==> config.mk <==
export PLATFORM = sky130hd
export DESIGN_NAME = regf_wb_sched
export DESIGN_NICKNAME = d
export VERILOG_FILES = /design/src/rtl/regf_pkg.sv /design/src/rtl/rr_arb3.sv /design/src/rtl/regf_wb_sched.sv
export SDC_FILE = /design/constraint.sdc
export NUM_CORES = 1
export LEC_CHECK = 0
export CORE_MARGIN = 2
export CORE_UTILIZATION = 30
export CTS_CLUSTER_DIAMETER = 60
export CTS_CLUSTER_SIZE = 14
export DETAILED_ROUTE_END_ITERATION = 10
export MAX_ROUTING_LAYER = met4
export PLACE_DENSITY = 0.73
export SLEW_MARGIN = 0
export SYNTH_ARGS = -nofsm -noshare
export SYNTH_HDL_FRONTEND = slang
export SYNTH_SLANG_ARGS = --single-unit
==> constraint.sdc <==
create_clock -name clk -period 2.45 [get_ports clk]
set_input_delay 0.245 -clock clk [delete_from_list [all_inputs] [get_ports clk]]
set_output_delay 0.245 -clock clk [all_outputs]
set_load 0.01 [all_outputs]
==> src/rtl/regf_pkg.sv <==
// Shared constants and types for the integer register-file write-back scheduler.
package regf_pkg;
  localparam int NUM_REQ = 3;
  localparam int XLEN    = 32;
  localparam int REQ_ALU = 0;
  localparam int REQ_MEM = 1;
  localparam int REQ_EXT = 2;

  typedef struct packed {
    logic [4:0]      addr;
    logic [XLEN-1:0] data;
  } wb_req_t;
endpackage

==> src/rtl/rr_arb3.sv <==
// Combinational 3-way round-robin arbiter: first valid requester at or after ptr_i wins.
module rr_arb3 (
  input  logic [2:0] valid_i,
  input  logic [1:0] ptr_i,
  output logic [2:0] grant_o,
  output logic [1:0] ptr_nxt_o,
  output logic       any_o
);

  function automatic logic [1:0] wrap3(input logic [2:0] v);
    logic [2:0] t;
    t = (v >= 3'd3) ? (v - 3'd3) : v;
    return t[1:0];
  endfunction

  always_comb begin
    logic [1:0] idx;
    grant_o   = '0;
    ptr_nxt_o = ptr_i;
    any_o     = 1'b0;
    idx       = '0;
    for (int k = 0; k < 3; k++) begin
      idx = wrap3({1'b0, ptr_i} + 3'(k));
      if (!any_o && valid_i[idx]) begin
        grant_o[idx] = 1'b1;
        ptr_nxt_o    = (idx == 2'd2) ? 2'd0 : (idx + 2'd1);
        any_o        = 1'b1;
      end
    end
  end

endmodule

==> src/rtl/regf_wb_sched.sv <==
// Write-back scheduler: arbitrates three producers onto the registered register-file
// write port and keeps per-register pending-write busy bits for decode hazard checks.
module regf_wb_sched
  import regf_pkg::*;
(
  input  logic                          clk,
  input  logic                          rstn,
  input  logic [NUM_REQ-1:0]            req_valid,
  output logic [NUM_REQ-1:0]            req_ready,
  input  logic [NUM_REQ-1:0][4:0]       req_addr,
  input  logic [NUM_REQ-1:0][XLEN-1:0]  req_data,
  output logic                          w_enable,
  output logic [4:0]                    w_addr,
  output logic [XLEN-1:0]               w_data,
  input  logic                          issue_valid,
  input  logic [4:0]                    issue_rd,
  input  logic [4:0]                    q_rs1,
  input  logic [4:0]                    q_rs2,
  input  logic [4:0]                    q_rd,
  output logic                          busy_rs1,
  output logic                          busy_rs2,
  output logic                          busy_rd
);

  logic [NUM_REQ-1:0] valid_gated;
  logic [NUM_REQ-1:0] grant;
  logic [1:0]         ptr_nxt;
  logic               any_grant;
  wb_req_t            sel;

  logic [1:0]         rr_ptr_q,  rr_ptr_d;
  logic               w_en_q,    w_en_d;
  logic [4:0]         w_addr_q,  w_addr_d;
  logic [XLEN-1:0]    w_data_q,  w_data_d;
  logic [31:0]        busy_q,    busy_d;

  // No grants while held in reset, so producers never see a spurious accept.
  assign valid_gated = req_valid & {NUM_REQ{rstn}};

  rr_arb3 u_arb (
    .valid_i   (valid_gated),
    .ptr_i     (rr_ptr_q),
    .grant_o   (grant),
    .ptr_nxt_o (ptr_nxt),
    .any_o     (any_grant)
  );

  assign req_ready = grant;

  always_comb begin
    sel = '0;
    for (int i = 0; i < NUM_REQ; i++) begin
      if (grant[i]) begin
        sel.addr = req_addr[i];
        sel.data = req_data[i];
      end
    end
  end

  always_comb begin
    rr_ptr_d = any_grant ? ptr_nxt : rr_ptr_q;
    w_en_d   = any_grant && (sel.addr != 5'd0);
    w_addr_d = any_grant ? sel.addr : w_addr_q;
    w_data_d = any_grant ? sel.data : w_data_q;

    // Clear first so a same-edge issue to the committing register keeps it busy.
    busy_d = busy_q;
    if (w_en_q)
      busy_d[w_addr_q] = 1'b0;
    if (issue_valid && (issue_rd != 5'd0))
      busy_d[issue_rd] = 1'b1;
    busy_d[0] = 1'b0;
  end

  always_ff @(posedge clk) begin
    if (!rstn) begin
      rr_ptr_q <= '0;
      w_en_q   <= 1'b0;
      w_addr_q <= '0;
      w_data_q <= '0;
      busy_q   <= '0;
    end else begin
      rr_ptr_q <= rr_ptr_d;
      w_en_q   <= w_en_d;
      w_addr_q <= w_addr_d;
      w_data_q <= w_data_d;
      busy_q   <= busy_d;
    end
  end

  assign w_enable = w_en_q;
  assign w_addr   = w_addr_q;
  assign w_data   = w_data_q;

  assign busy_rs1 = busy_q[q_rs1];
  assign busy_rs2 = busy_q[q_rs2];
  assign busy_rd  = busy_q[q_rd];

endmodule

Word level (Yosys, flattened, before mapping)

Cells that the tools add are included.
W data, S select, Z words.

Flip-flop bits (word level): 72
Bits in latches: 0
Bits in writable memories: 0
Bits in read-only memories: 0
Bits of input ports: 137
Output and inout port bits: 44
Logic and storage cells: 96
Memories: 0

$add $sub $neg: 8
Multiply operators: 0
Div/mod/pow operators: 0
Magnitude comparators: 16
Equality and inequality tests: 3
Shifts and indexed selects: 0
Mux-type cells: 42
Bitwise gates (word level): 6
Reductions and logical operators: 15

Operators by type and width:

| operator              | count |
|---|---|
| $mux W37              | 3 |
| $mux W32              | 2 |
| $and A32 B32 Y32      | 1 |
| $not A32 Y32          | 1 |
| $or A32 B32 Y32       | 1 |
| $lt A5 B6 Y1 const B  | 5 |
| $mux W2               | 9 |
| $bmux W1 S5           | 3 |
| $mux W1               | 14 |
| $demux W1 S5          | 2 |
| $ge A5 B1 Y1 const B  | 2 |
| $reduce_bool A5 Y1    | 2 |
| $logic_and A1 B1 Y1   | 9 |
| $lt A2 B3 Y1 const B  | 3 |
| $mux W3               | 3 |
| $add A2 B1 Y2 const B | 3 |
| $bmux W1 S2           | 3 |
| $demux W1 S2          | 3 |
| $eq A2 B2 Y1 const B  | 3 |
| $ge A2 B1 Y1 const B  | 3 |
| $ge A3 B2 Y1 const B  | 2 |
| $or A3 B3 Y3          | 2 |
| $sub A2 B2 Y2 const B | 3 |
| $add A2 B1 Y3 const B | 1 |
| 6 further kinds       | 7 |

Depth between registers and ports, before layout

Depth in word-level cells: 16
Mapped depth: 11
Mapped depth without buffers: 10

By module

A second synthesis with hierarchy kept.

Cell total of the unflattened synthesis: 562
Area total of the unflattened synthesis: 4800.9 µm²

Modules (own cells, without submodules):

| module        | times used | cells an instance | area each (µm²) | seq. area each (µm²) |
|---|---|---|---|---|
| regf_wb_sched | 1          | 506               | 4415.5          | 1421.4 |
| rr_arb3       | 1          | 56                | 385.4           | 0.0 |

Least setup slack after synthesis

Ideal clock, no wire load.

Path type: register to register
Start point: register rr_ptr_q[0]
End point: register w_en_q, in the netlist w_enable
Library setup time: 0.134 ns
Arrival time: 2.454 ns
Data required time: 2.316 ns
Path slack: -0.138 ns
Stages on the path, launching flop included: 11
Buffers on the path: 0
Clock period less this slack: 2.588 ns
Cells stage by stage: dfxtp_1 -> inv_1 -> ha_1 -> mux2_2 -> a21oi_2 -> nand2b_1 -> mux2i_4 -> inv_2 -> a311oi_2 -> o22ai_1 -> or4b_1

Word-level cells in the longest chain between the ends: 16
Elaborated cells between the ends (all ways): 49
Those cells by class: 5 x add/sub; 9 x order compare; 24 x mux; 2 x bitwise; 9 x reduce/logical

Ends and longest elaborated chain:

| what                                                                    | RTL line            | source |
|---|---|---|
| from (decl)                                                             | regf_wb_sched.sv:31 | `logic [1:0] rr_ptr_q, rr_ptr_d;` |
| from (signal assigned)                                                  | regf_wb_sched.sv:83 | `rr_ptr_q <= rr_ptr_d;` |
| $add A2 B1 Y3, or another cell as far along                             | rr_arb3.sv:23       | `idx = wrap3({1'b0, ptr_i} + 3'(k));` |
| $ge A3 B2 Y1, or another cell as far along                              | rr_arb3.sv:12       | `t = (v >= 3'd3) ? (v - 3'd3) : v;` |
| $mux W2, or another cell as far along                                   | rr_arb3.sv:12       |  |
| $lt A2 B3 Y1 (implied by the code), or another cell as far along        | rr_arb3.sv:25       | `grant_o[idx] = 1'b1;` |
| $logic_and A1 B1 Y1 (implied by the code), or another cell as far along | rr_arb3.sv:25       |  |
| $mux W1 (implied by the code), or another cell as far along             | rr_arb3.sv:25       |  |
| $demux W1 S2, or another cell as far along                              | --                  |  |
| $or A3 B3 Y3 (no line) / $mux W1 (equally long branches)                | --                  |  |
| $mux W3 / $logic_not A1 Y1 (equally long branches)                      | rr_arb3.sv:24       | `if (!any_o && valid_i[idx]) begin` |
| $or A3 B3 Y3 (no line) / $logic_and A1 B1 Y1 (equally long branches)    | --                  |  |
| $mux W3                                                                 | rr_arb3.sv:24       |  |
| $mux W37 (3 in series)                                                  | regf_wb_sched.sv:53 | `if (grant[i]) begin` |
| $reduce_bool A5 Y1                                                      | regf_wb_sched.sv:62 | `w_en_d = any_grant && (sel.addr != 5'd0);` |
| $logic_and A1 B1 Y1 *                                                   | regf_wb_sched.sv:62 |  |
| to (signal assigned)                                                    | regf_wb_sched.sv:84 | `w_en_q <= w_en_d;` |
| to (decl)                                                               | regf_wb_sched.sv:32 | `logic w_en_q, w_en_d;` |

Every way passes the cells marked *; elsewhere a longest branch is shown, timed or not. The select of a mux whose other input is x is not followed.
A chain may end at the register's enable or synchronous reset.

Worst setup path after layout

Ends and elaborated chain as after synthesis.

==> metrics.txt <==
row count 43; All-Layer GR Usage roughly a fifth; Most used DFF post-synth dfxtp_1; DRT Pass-1 Iters 5; placed cell count about 840; EDFF count, synth 0; Die H between 100 and 150 um; Tmin final approximately 2.5 ns; vias per inst between 5 and 6; main area contributors after synthesis dfxtp_1 (34%), mux4_2 (15%), a21oi_1 (8.2%); Filler Cell Count 1264; Critical Path RT ~2.7 ns; syn nets between 600 and 700; Post-Route WL around 16000 um; initial antenna violation count 0; Yosys top cell area share between 30% and 40%; Tcrit/Tclk final 102%; area grow syn2layout 66.3%; clock skew roughly 0.0062 ns; VDD IR max 0.514 mV; critical path startpoint category flip-flop; Synth Area in Simple Gates between 10% and 20%; Initial Util between 30% and 40%; pwr/cell area about 960 mW/mm^2; PortBufs 180; Nets 820; CP Capture Type flip-flop; Slew Limit Fails 0; Final Setup Violations 2; largest net degree at the start of global routing 36; grt ovf 0; R2R Setup Slk -0.06 ns; synth unique cells 42; Routability Congestion between 1 and 1.5; WL/cell between 15 and 20 um; clk root buf clkbuf_16; I/O pins roughly 180; CP Class reg2reg; DIE AREA between 0.01 and 0.015 sq mm; FF-to-FF path depth 10; register area roughly 0.0014 sq mm; chip width between 100 and 150 um; status finished with violations; CTS H-Tree Depth 3; clock buffer depth 2; Max-Cap Viols 0; DR vias 4706; first-pass GRT wire length between 20000 and 25000 um; synthesis-stage register bit count a little over 70; most frequent cell after synthesis nand2_1; fmax 399 MHz; post-synthesis sequential area ratio 34.2%; Setup WS pre-CTS -0.454 ns; crit path capture w_enable$_SDFF_PN0_; core footprint approximately 0.014 sq mm; worst-margin pin slew 0.691 ns; commonest cells in the netlist nand2_1 (79), dfxtp_1 (71), a21oi_1 (68); FF-to-FF Start rr_ptr_q[0]$_SDFFE_PN0P_; Async SR Flop Fraction 0%; clk_lat worst skew around 0.33 ns; CTS tree done; Synth Instances 470; RSZ-0062 raised after global routing true; Mapped Area 0.00416 sq mm; Max FO, Critical Path 7; Worst Hold Class reg2reg; post-route ant nets 0; Post-Layout Cell Count around 860; Synth Area in Adders under 10%; Post-Synth XOR/XNOR Area 0%; compound-cell area share of the yosys netlist 25.0%; max_slew headroom between 50% and 60%; clock sink count about 70; area leader, netlist dfxtp_1; crit path DAT between 2 and 3 ns; final hold viol count 0; final worst slack -0.0555 ns; Final Util 50.4%; largest family of logic cells by synthesized area compound AO/OA/AOI/OAI gates; Inserted Clock Buffers 9; n_diodes 0; hold buffers post-CTS 0; vias in the first global route ~4800; area of the multi-input gates 0.00269 sq mm; post-DP HPWL ~12000 um; starting DRC count in detailed routing between 300 and 400; # DRC 0; failing checks setup timing; Reg2Reg Capture Point w_enable$_SDFF_PN0_; mux share of post-synthesis cell area between 15 and 20%; share of layout cells above drive strength 1 between 20 and 25%; Ys Warns 0; Leak 2.54 nW; worst setup path startpoint rr_ptr_q[0]$_SDFFE_PN0P_; Worst-path clk slew approximately 0.05 ns; mean post-synth cell area ~8.8 sq um
worst max-delay path: stages, from the launching register on:
cell,delay (ns)
dfxtp_4,0.37
inv_4,0.04
ha_4,0.15
mux2_4,0.30
a21oi_4,0.20
nand2b_4,0.18
mux2i_4,0.25
inv_4,0.08
a311oi_4,0.22
o22ai_1,0.11
or4b_1,0.47
placed cells by master (no fill, tap or decap), drive strengths merged:
cell	netlist	final
clkdlybuf4s50	0	168
nand2	79	79
dfxtp	71	71
a21oi	69	69
buf	16	58
nand3	38	38
o21ai	38	38
a221o	32	32
mux4	27	27
clkbuf	19	14
nor2	12	12
mux2	8	8
inv	8	8
dlygate4sd2	0	6
nand3b	5	5
a2bb2oi	4	4
nor3b	4	4
a21boi	4	4
ha	4	4
and3	3	3
and2	3	3
and3b	2	2
or3	2	2
nand4b	2	2
mux2i	2	2
nand2b	2	2
o22ai	2	2
or3b	2	2
o21a	2	2
clkinv	0	2
nor3	2	2
a311oi	2	2
nor2b	1	1
a2bb2o	1	1
o22a	1	1
o2bb2ai	1	1
or4b	1	1
a21o	1	1
clkinvlp	0	1
layout make-up:
type / instances / area share [%]
Sequential cell: 71 / 20.7
Multi-Input combinational cell: 356 / 38.9
Clock buffer: 13 / 3.76
Timing Repair Buffer: 233 / 32.6
Clock inverter: 3 / 0.253
Tap cell: 180 / 3.26
Inverter: 8 / 0.543
registers in the layout, summed over array words and instances (netlist names):
register,count
w_data,32
busy_q,31
w_addr,5
rr_ptr_q,2
w_enable,1
through the flow:
| stage | setup TNS, ns | power, mW | hold WS, ns | area [sq um] |
|---|---|---|---|---|
| 2_1_floorplan | -0.0743 | 3.50 | 0.362 | 4180 |
| 3_3_place_gp | -7.76 | 4.97 | 0.470 | 6390 |
| 3_5_place_dp | -8.19 | 5.04 | 0.471 | 6390 |
| 4_1_cts | -0.0981 | 6.39 | 0.489 | 6770 |
| 5_1_grt | -0.502 | 7.01 | 0.491 | 6910 |
| 6_report | -0.0624 | 6.64 | 0.485 | 6910 |
timing repair:
| action | in CTS | in global routing |
|---|---|---|
| endpoints found under the setup margin | 41 | 40 |
| cloned | 0 | 1 |
| resized for setup | 52 | 24 |
| pin swaps | 5 | 7 |
| buffers inserted | 6 | 6 |
logic make-up (layout without fill, tap and decap cells):
kind of cell    Yosys count  in the layout
simple gates            158            158
compound gates          157            157
flops                    71             71
buf+inv                  43            257
mux                      37             37
fa+ha+maj                 4              4
power by group:
group          leakage (nW)  switching [mW]  internal [mW]  total (mW)
Clock                 0.136           0.473          0.737        1.21
Sequential            0.584           0.236           1.46        1.70
Combinational          1.82            1.72           2.01        3.73
worst min-delay path by stage:
stage	cells after the start	startpoint	end
finish	1	w_data[4]$_SDFFE_PN0P_	w_data[4]$_SDFFE_PN0P_
floorplan	1	rstn	w_addr[0]$_SDFFE_PN0P_
detailed placement	1	w_data[21]$_SDFFE_PN0P_	w_data[21]$_SDFFE_PN0P_
CTS	1	w_data[27]$_SDFFE_PN0P_	w_data[27]$_SDFFE_PN0P_
global placement	1	w_data[31]$_SDFFE_PN0P_	w_data[31]$_SDFFE_PN0P_
global route	1	w_data[27]$_SDFFE_PN0P_	w_data[27]$_SDFFE_PN0P_
metal layers:
metal / share of wire, % / track usage (%) / vias to the layer above / wire [um]
li1: - / - / 2197 / -
met1: 39 / 24.1 / 2213 / 6160
met2: 50 / 37.0 / 248 / 8030
met4: 3.1 / 8.91 / 0 / 486
met5: 0 / - / - / 0
met3: 7.7 / 3.93 / 48 / 1230
Note: power is estimated with default switching activity, not from simulation.
